<file path="config.mk">
export PLATFORM = sky130hd
export DESIGN_NAME = multiword_add_seq
export DESIGN_NICKNAME = d
export VERILOG_FILES = /design/src/rtl/multiword_add_seq_pkg.sv /design/src/rtl/multiword_add_seq_rca.sv /design/src/rtl/multiword_add_seq.sv
export SDC_FILE = /design/constraint.sdc
export NUM_CORES = 1
export LEC_CHECK = 0
export CAP_MARGIN = 5
export CORE_MARGIN = 1.5
export CORE_UTILIZATION = 50
export DETAILED_ROUTE_END_ITERATION = 12
export PLACE_DENSITY = 0.85
export REMOVE_ABC_BUFFERS = 1
export SLEW_MARGIN = 10
export SYNTH_ARGS = -nofsm -noshare
export SYNTH_HDL_FRONTEND = slang
export SYNTH_SLANG_ARGS = --single-unit
</file>
<file path="constraint.sdc">
create_clock -name clk -period 5.82 [get_ports clk]
set_input_delay 1.455 -clock clk [delete_from_list [all_inputs] [get_ports clk]]
set_output_delay 1.455 -clock clk [all_outputs]
set_load 0.01 [all_outputs]
</file>
<file path="src/rtl/multiword_add_seq_pkg.sv">
// Shared types and helpers for the multi-word add/subtract sequencer.
package adder_pkg;

  // Sequencer states.
  typedef enum logic [1:0] {
    IDLE = 2'd0,
    RUN  = 2'd1,
    DONE = 2'd2
  } seq_state_t;

  // word_sel works on fixed-size containers: operands up to VEC_MAX bits,
  // words up to WORD_MAX bits. Callers cast in and out of these sizes.
  localparam int unsigned VEC_MAX  = 1024;
  localparam int unsigned WORD_MAX = 128;

  // Extract word number idx (each width bits wide) from vec, LSW = word 0.
  function automatic logic [WORD_MAX-1:0] word_sel(input logic [VEC_MAX-1:0] vec,
                                                   input int unsigned       idx,
                                                   input int unsigned       width);
    logic [VEC_MAX-1:0] shifted;
    shifted = vec >> (idx * width);
    return shifted[WORD_MAX-1:0];
  endfunction

endpackage

</file>
<file path="src/rtl/multiword_add_seq_rca.sv">
// WIDTH-bit ripple-carry adder built from a chain of full-adder cells.
module RippleCarryAdder #(
  parameter int unsigned WIDTH = 8
) (
  input  logic [WIDTH-1:0] a_i,
  input  logic [WIDTH-1:0] b_i,
  input  logic             cin_i,
  output logic [WIDTH-1:0] sum_o,
  output logic             cout_o
);

  logic [WIDTH:0] carry;

  assign carry[0] = cin_i;

  // One full-adder cell per bit; carry ripples from bit 0 upward.
  for (genvar i = 0; i < WIDTH; i++) begin : g_fa
    assign sum_o[i]     = a_i[i] ^ b_i[i] ^ carry[i];
    assign carry[i + 1] = (a_i[i] & b_i[i]) | (carry[i] & (a_i[i] ^ b_i[i]));
  end

  assign cout_o = carry[WIDTH];

endmodule

</file>
<file path="src/rtl/multiword_add_seq.sv">
// Multi-precision add/subtract sequencer: one WIDTH-bit adder, one word per
// cycle, least-significant word first, carry fed back between words.
//
// Handshake: start is sampled only in IDLE; a high start there accepts the
// operands. busy is high from the cycle after accept through the DONE cycle.
// done is a one-cycle pulse during which s/cout/ovf are valid; they then hold
// until the next accept, which clears s and leaves cout/ovf stale until the
// following done. start while busy is dropped, never queued.
module multiword_add_seq
  import adder_pkg::*;
#(
  parameter int unsigned WIDTH = 8,
  parameter int unsigned WORDS = 4
) (
  input  logic                   clk,
  input  logic                   rst_n,
  input  logic                   start,
  input  logic                   sub,
  input  logic [WIDTH*WORDS-1:0] a,
  input  logic [WIDTH*WORDS-1:0] b,
  output logic                   busy,
  output logic                   done,
  output logic [WIDTH*WORDS-1:0] s,
  output logic                   cout,
  output logic                   ovf,
  output seq_state_t             state_dbg
);

  localparam int unsigned VW    = WIDTH * WORDS;
  localparam int unsigned IDX_W = (WORDS > 1) ? $clog2(WORDS) : 1;
  localparam logic [IDX_W-1:0] LAST_IDX = IDX_W'(WORDS - 1);

  seq_state_t       state_q;
  logic [VW-1:0]    a_q;
  logic [VW-1:0]    b_q;
  logic             sub_q;
  logic [VW-1:0]    s_q;
  logic [IDX_W-1:0] idx_q;
  logic             c_q;
  logic             cout_q;
  logic             ovf_q;
  logic             busy_q;
  logic             done_q;

  logic [WIDTH-1:0] a_word;
  logic [WIDTH-1:0] b_eff;
  logic [WIDTH-1:0] sum_w;
  logic             add_cout;
  logic             ovf_d;

  // Operand muxing for the current word; b is inverted for subtraction and
  // the +1 comes from the carry register being preset to sub on accept.
  always_comb begin
    a_word = WIDTH'(word_sel(VEC_MAX'(a_q), 32'(idx_q), WIDTH));
    b_eff  = WIDTH'(word_sel(VEC_MAX'(b_q), 32'(idx_q), WIDTH)) ^ {WIDTH{sub_q}};
    // Only meaningful on the top word: same-sign inputs giving a sum of the
    // other sign.
    ovf_d  = (a_word[WIDTH-1] == b_eff[WIDTH-1]) && (sum_w[WIDTH-1] != a_word[WIDTH-1]);
  end

  RippleCarryAdder #(
    .WIDTH(WIDTH)
  ) u_rca (
    .a_i   (a_word),
    .b_i   (b_eff),
    .cin_i (c_q),
    .sum_o (sum_w),
    .cout_o(add_cout)
  );

  // Sequencer FSM with registered outputs; reset wins over start.
  always_ff @(posedge clk) begin
    if (!rst_n) begin
      state_q <= IDLE;
      a_q     <= '0;
      b_q     <= '0;
      sub_q   <= 1'b0;
      s_q     <= '0;
      idx_q   <= '0;
      c_q     <= 1'b0;
      cout_q  <= 1'b0;
      ovf_q   <= 1'b0;
      busy_q  <= 1'b0;
      done_q  <= 1'b0;
    end else begin
      case (state_q)
        IDLE: begin
          if (start) begin
            a_q     <= a;
            b_q     <= b;
            sub_q   <= sub;
            s_q     <= '0;
            idx_q   <= '0;
            c_q     <= sub;
            busy_q  <= 1'b1;
            state_q <= RUN;
          end
        end
        RUN: begin
          s_q[32'(idx_q) * WIDTH +: WIDTH] <= sum_w;
          c_q <= add_cout;
          if (idx_q == LAST_IDX) begin
            cout_q  <= add_cout;
            ovf_q   <= ovf_d;
            done_q  <= 1'b1;
            state_q <= DONE;
          end else begin
            idx_q <= idx_q + IDX_W'(1);
          end
        end
        DONE: begin
          done_q  <= 1'b0;
          busy_q  <= 1'b0;
          state_q <= IDLE;
        end
        default: begin
          state_q <= IDLE;
        end
      endcase
    end
  end

  assign busy      = busy_q;
  assign done      = done_q;
  assign s         = s_q;
  assign cout      = cout_q;
  assign ovf       = ovf_q;
  assign state_dbg = state_q;

endmodule

</file>
Word level (Yosys, flattened, before mapping) --
Cells that the tools add are included.
Word-level totals: flip-flop bits (word level) 106, bits of input ports 68, output and inout bits 38, word-level logic and storage cells 93
Cells by class: add/subtract/negate cells 2, equal/unequal tests 8, shift-type cells 4, mux-type cells 15, bitwise logic cells 41, reduce and logical (&&, ||, !) cells 12
Operators by type and width (number):
- 32-bit one-hot mux with 2 select lines | 1
- 32-bit by 5-bit >> shifter with 8-bit output | 2
- 5-bit negator with 34-bit output | 1
- 8-bit by 34-bit variable shift with 32-bit output (first input constant) | 1
- 8-bit by 34-bit indexed part select with 32-bit output | 1
- 32-bit bitwise mux | 1
- 32-bit two-way mux | 1
- 1-bit bitwise AND | 16
- 1-bit XOR | 16
- 2-bit AND reduction | 6
- 2-bit two-way mux | 4
- 1-bit OR | 8
- 2-bit one-hot mux with 2 select lines | 2
- 8-bit XOR | 1
- 2-bit != test (second input constant) | 3
- 1-bit one-hot mux with 2 select lines | 3
- 2-bit nonzero test | 3
- 2-bit equality test (second input constant) | 2
- 1-bit two-way mux | 3
- 3-bit AND reduction | 1
- 2-bit by 1-bit adder with 2-bit output (second input constant) | 1
- 2-bit by 1-bit equality test with 1-bit output (second input constant) | 1
- 2-bit zero test | 1
- 1-bit equality test | 1
- 2 further kinds | 2

Longest topological paths before layout --
depth in word-level cells 21, depth in mapped cells 15, gate-level depth less buffers 14

Hierarchy --
Synthesis repeated with hierarchy kept, for this count alone.
Unflattened totals: cell total of the unflattened synthesis 496, area total of the unflattened synthesis 4561.9 um^2
By module, submodules not included:
- multiword_add_seq | times used 1, cells each 478, area an instance 4364.2 um^2, seq. area each 2122.0 um^2
- RippleCarryAdder | times used 1, cells each 18, area an instance 197.7 um^2, seq. area each 0.0 um^2

Worst setup path after synthesis --
OpenSTA, ideal clock, no wires.
path type register -> register, start reg idx_q[0], end reg s_q[23], in the netlist s[23], library setup time 76 ps, arrival 4456 ps, required time 5744 ps, path slack 1289 ps, cell stages (with the launch flop) 15, path buffers 2, period minus slack after synthesis 4531 ps, cells stage by stage dfxtp_1 buf_4 buf_4 mux4_2 fa_1 fa_1 fa_1 fa_1 fa_1 inv_1 fa_1 fa_1 fa_1 nand3b_1 a21boi_0
Between the ends: longest elaborated chain between the ends 21, elaborated cells on any way between the ends 45, those cells by class add/sub: 1; shift: 4; mux: 2; bitwise: 38
RTL lines:
- start: declaration | line multiword_add_seq.sv:38 | logic [IDX_W-1:0] idx_q;
- start signal: assignment | line multiword_add_seq.sv:108 | idx_q <= idx_q + IDX_W'(1);
- 32-bit by 5-bit >> shifter with 8-bit output | line multiword_add_seq_pkg.sv:21 | shifted = vec >> (idx * width);
- 8-bit XOR | line multiword_add_seq.sv:55 | b_eff = WIDTH'(word_sel(VEC_MAX'(b_q), 32'(idx_q), WIDTH)) ^ {WIDTH{sub_q}};
- 1-bit XOR | line multiword_add_seq_rca.sv:18, multiword_add_seq_rca.sv:19
- 1-bit bitwise AND | line multiword_add_seq_rca.sv:19 | assign carry[i + 1] = (a_i[i] & b_i[i]) | (carry[i] & (a_i[i] ^ b_i[i]));
- 1-bit OR | line multiword_add_seq_rca.sv:19
- 1-bit bitwise AND | line multiword_add_seq_rca.sv:19
- 1-bit OR | line multiword_add_seq_rca.sv:19
- 1-bit bitwise AND | line multiword_add_seq_rca.sv:19
- [5 not listed]
- 1-bit bitwise AND | line multiword_add_seq_rca.sv:19
- 1-bit OR | line multiword_add_seq_rca.sv:19
- 1-bit bitwise AND | line multiword_add_seq_rca.sv:19
- 1-bit OR | line multiword_add_seq_rca.sv:19
- 1-bit XOR | line multiword_add_seq_rca.sv:18 | assign sum_o[i] = a_i[i] ^ b_i[i] ^ carry[i];
- 8-bit by 34-bit indexed part select with 32-bit output | line multiword_add_seq.sv:100 | s_q[32'(idx_q) * WIDTH +: WIDTH] <= sum_w;
- 32-bit bitwise mux (*) | line multiword_add_seq.sv:100
- 32-bit one-hot mux with 2 select lines (*) | line multiword_add_seq.sv:86 | case (state_q)
- end signal: indexed assignment | line multiword_add_seq.sv:100
- end: declaration | line multiword_add_seq.sv:37 | logic [VW-1:0] s_q;
Every way passes the cells marked *; elsewhere a longest branch is shown, timed or not. A chain may end at the register's enable or synchronous reset.

Worst setup path after layout --
start reg idx_q[0], end reg s_q[7], in the netlist s[7]
The elaborated chain is that of the path after synthesis.

==> impl_metrics.xml <==
<?xml version="1.0" encoding="UTF-8"?>
<metrics>
  <group name="yosys">
    <metric name="synth_cell_type_count" unit="">40</metric>
    <metric name="synth.avg_cell_area" unit="sq um">9.275</metric>
    <metric name="synthesis.instances" unit="">528</metric>
    <metric name="synth-warning-count" unit="">0</metric>
    <metric name="synth_sequential_area_ratio" unit="">0.4333</metric>
    <metric name="netlist_area" unit="sq um">4897</metric>
    <metric name="dominantRegCellSynth" unit="">sky130_fd_sc_hd__dfxtp_1</metric>
    <metric name="synth_enable_flop_cells" unit="">0</metric>
    <metric name="asyncSetResetFlopFracSynth" unit="">0</metric>
    <metric name="yosys_register_bits" unit="">106</metric>
  </group>
  <group name="timing">
    <metric name="worst-slew-pin-transition" unit="ns">0.7151</metric>
    <metric name="min_period" unit="ns">4.838</metric>
    <metric name="final_hold_viol_count" unit="">0</metric>
    <metric name="fin_tns_setup" unit="ns">0</metric>
    <metric name="hold-worst-slack" unit="ns">0.4665</metric>
    <metric name="fmax" unit="MHz">206.7</metric>
    <metric name="rsz0062_at_grt" unit="">false</metric>
    <metric name="finClkSkew" unit="ns">0.01345</metric>
    <metric name="relSlewSlack" unit="">0.5226</metric>
    <metric name="setup_viol" unit="">0</metric>
    <metric name="timing.final.max_slew_violations" unit="">0</metric>
    <metric name="timing.final.crit_share" unit="">0.8313</metric>
  </group>
  <group name="routing">
    <metric name="avgViaCountPerCell" unit="">5.461</metric>
    <metric name="detail_route.first_pass.iterations" unit="">5</metric>
    <metric name="dr.first_iter.drc_count" unit="">179</metric>
    <metric name="wirelength" unit="um">11190</metric>
    <metric name="detail_route.drc_violations" unit="">0</metric>
    <metric name="via_count" unit="">4036</metric>
    <metric name="antenna_violating_nets_post_route" unit="">0</metric>
    <metric name="wl_per_cell" unit="um">15.14</metric>
  </group>
  <group name="grt">
    <metric name="global_route.overflow_total" unit="">0</metric>
    <metric name="global_route.usage.total" unit="">0.2249</metric>
    <metric name="antenna_found_initial" unit="">0</metric>
    <metric name="via_count_of_the_first_global_routing_pass" unit="">3891</metric>
    <metric name="grt_start_max_net_pins" unit="">69</metric>
    <metric name="wire_length_of_the_first_global_routing_pass" unit="um">18390</metric>
  </group>
  <group name="floorplan">
    <metric name="die_area" unit="sq um">10400</metric>
    <metric name="rows" unit="">35</metric>
    <metric name="initial_utilization" unit="">0.5226</metric>
    <metric name="die_w" unit="um">102.0</metric>
    <metric name="dieHeight" unit="um">102.0</metric>
    <metric name="placeable_core_region" unit="sq um">9371</metric>
    <metric name="ios" unit="">106</metric>
  </group>
  <group name="setup_path">
    <metric name="arrival" unit="ns">5.10</metric>
    <metric name="critical-path-slowest-cell" unit="">sky130_fd_sc_hd__mux4_2</metric>
    <metric name="crit_fanout" unit="">14</metric>
    <metric name="critical_path.cell_chain" unit="">buf_4, mux4_2, xor2_1, fa_1, fa_1, fa_1, fa_1, fa_1, inv_1, fa_1, fa_1, fa_1, nand3b_1, a21boi_0</metric>
    <metric name="timing.critical_path.buf_inv" unit="">2</metric>
    <metric name="crit_required" unit="ns">6.08</metric>
    <metric name="worst_setup_end_kind" unit="">flip-flop</metric>
    <metric name="critPathMostFrequentCell" unit="">sky130_fd_sc_hd__fa_1</metric>
    <metric name="critPathLaunchType" unit="">flip-flop</metric>
    <metric name="largest_stage_delay_on_the_critical_path" unit="ns">0.56</metric>
    <metric name="critical_path_class" unit="">reg -&gt; reg</metric>
    <metric name="timing.critical_path.max_delay_family" unit="">adder cells</metric>
  </group>
  <group name="layout">
    <metric name="design.final.nets" unit="">686</metric>
    <metric name="insertedDiodeCount" unit="">0</metric>
    <metric name="multi_input_area" unit="sq um">2540</metric>
    <metric name="layout_fillers" unit="">770</metric>
    <metric name="final_common_cell" unit="">sky130_fd_sc_hd__nand2_1</metric>
    <metric name="layout.core_utilization" unit="">0.6582</metric>
    <metric name="final_layout_size_suffix_gt1_frac" unit="">0.07541</metric>
    <metric name="final-seq-area" unit="sq um">2122</metric>
    <metric name="most-common-layout-cells" unit="">sky130_fd_sc_hd__nand2_1 (133), sky130_fd_sc_hd__dfxtp_1 (106), sky130_fd_sc_hd__clkdlybuf4s50_1 (104), sky130_fd_sc_hd__a21boi_0 (96), sky130_fd_sc_hd__o21ai_0 (32)</metric>
    <metric name="syn_to_final_growth" unit="%">25.96</metric>
    <metric name="stdcell_area" unit="sq um">6168</metric>
  </group>
  <group name="placement">
    <metric name="dpl-instance-area" unit="sq um">5959</metric>
    <metric name="buffer_ports.inserted" unit="">105</metric>
    <metric name="gp_congestion" unit="">0.8309</metric>
    <metric name="dp.final_hpwl" unit="um">7995</metric>
  </group>
  <group name="clock_network">
    <metric name="cts.path.max_buffers" unit="">2</metric>
    <metric name="cts_htree_levels" unit="">3</metric>
    <metric name="cts_hold_buf" unit="">0</metric>
    <metric name="postCtsSetupBuffers" unit="">0</metric>
    <metric name="cts_tree" unit="">built</metric>
    <metric name="clockRootBuffer" unit="">sky130_fd_sc_hd__clkbuf_8</metric>
    <metric name="cts_made_buffers" unit="">9</metric>
    <metric name="insertion_delay" unit="ns">0.36</metric>
    <metric name="path_clk_slew" unit="ns">0.11</metric>
    <metric name="cts.sink_count" unit="">106</metric>
    <metric name="ctsResizeCount" unit="">0</metric>
  </group>
  <group name="flow_run">
    <metric name="number_of_max_capacitance_violations_reported" unit="">0</metric>
  </group>
  <group name="worst_hold_path">
    <metric name="hold_path_class" unit="">reg -&gt; reg</metric>
  </group>
  <group name="pwr">
    <metric name="p_leak" unit="nW">2.189</metric>
    <metric name="power.density_cell_area" unit="nW/um^2">244.1</metric>
    <metric name="max-vdd-ir-drop" unit="uV">167.7</metric>
  </group>
  <group name="status">
    <metric name="outcome" unit="">completed</metric>
  </group>
</metrics>
## layout make-up
class                      count  share of cell area
clock inverter                 6             0.01156
sequential                   106              0.3440
inverter                       8            0.004868
clock buffer                  10             0.02231
multi-input combinational    367              0.4118
tap                          129             0.02617
timing repair buffer         113              0.1793
## through the flow
stage          std cells  power (mW)  setup WS (ns)
2_1_floorplan        481      0.9349         0.5759
3_3_place_gp         723       1.042          1.220
3_5_place_dp         723       1.052          1.096
4_1_cts              739       1.512          1.017
5_1_grt              739       1.566         0.7660
6_report             739       1.506         0.9821
## path summary, 6_finish.rpt
check / start / endpoint / slack [ns] / depth (start not counted)
hold reg to reg: b_q[25]$_SDFFE_PN0P_ / b_q[25]$_SDFFE_PN0P_ / 0.47 / 2
setup / recovery: idx_q[0]$_SDFFE_PN0P_ / s[7]$_SDFFE_PN0P_ / 0.98 / 14
setup reg to reg: idx_q[0]$_SDFFE_PN0P_ / s[7]$_SDFFE_PN0P_ / 0.98 / 14
hold / removal: b_q[25]$_SDFFE_PN0P_ / b_q[25]$_SDFFE_PN0P_ / 0.47 / 2
## Yosys cell counts, drive strengths merged, types with 2 or more instances
cell	number	area, sq um
nor2	5	18.77
xor2	6	52.55
nand4b	5	43.79
ha	5	62.56
nand3	15	75.07
dfxtp	106	2122
or3b	2	17.52
xnor2	2	17.52
nor4bb	2	20.02
nand3b	9	67.56
nor2b	3	18.77
a21boi	98	735.7
buf	20	113.9
nor3b	2	20.02
inv	8	30.03
fa	8	160.2
clkbuf	27	102.6
nand2	133	499.2
a21oi	2	10.01
nand4	5	31.28
mux2i	4	40.04
mux4	16	360.4
and3b	2	17.52
o211a	2	20.02
o21ai	32	160.2
## worst reg2reg max path, delay by kind of cell (launching register included)
kind            cells  cell delay (ns)
compound gates      1             0.24
buf+inv             2             0.38
simple gates        1             0.23
mux                 1             0.56
flops               1             0.35
xor+xnor            1             0.17
fa+ha+maj           8             2.83
## sequential cells by signal, indices dropped and copies added (netlist names)
register and cells:
a_q 32, b_q 32, s 32, idx_q 2, state_dbg 2, busy 1
c_q 1, cout 1, done 1, ovf 1, sub_q 1
## power breakdown
| group | switching, mW | internal, mW |
|---|---|---|
| clock | 0.253 | 0.216 |
| sequential | 0.0214 | 0.758 |
| combinational | 0.127 | 0.129 |
## routing by layer
metal,track usage,vias up,part of all wire
met4,0.06533,0,0.014
met2,0.3877,152,0.49
li1,-,1954,-
met1,0.2967,1915,0.44
met5,0,-,0
met3,0.02941,15,0.055
## cell families after synthesis
kind of cell | count (synthesis) | synth area share
DFF | 106 | 0.4333
adders and majority gates | 13 | 0.04548
buffers and inverters | 55 | 0.05033
AOI/OAI and AO/OA | 139 | 0.1967
muxes | 20 | 0.08176
xor gates and xnor gates | 8 | 0.01431
and+or+nand+nor | 187 | 0.1781
Power figures use the tool's default switching activity.
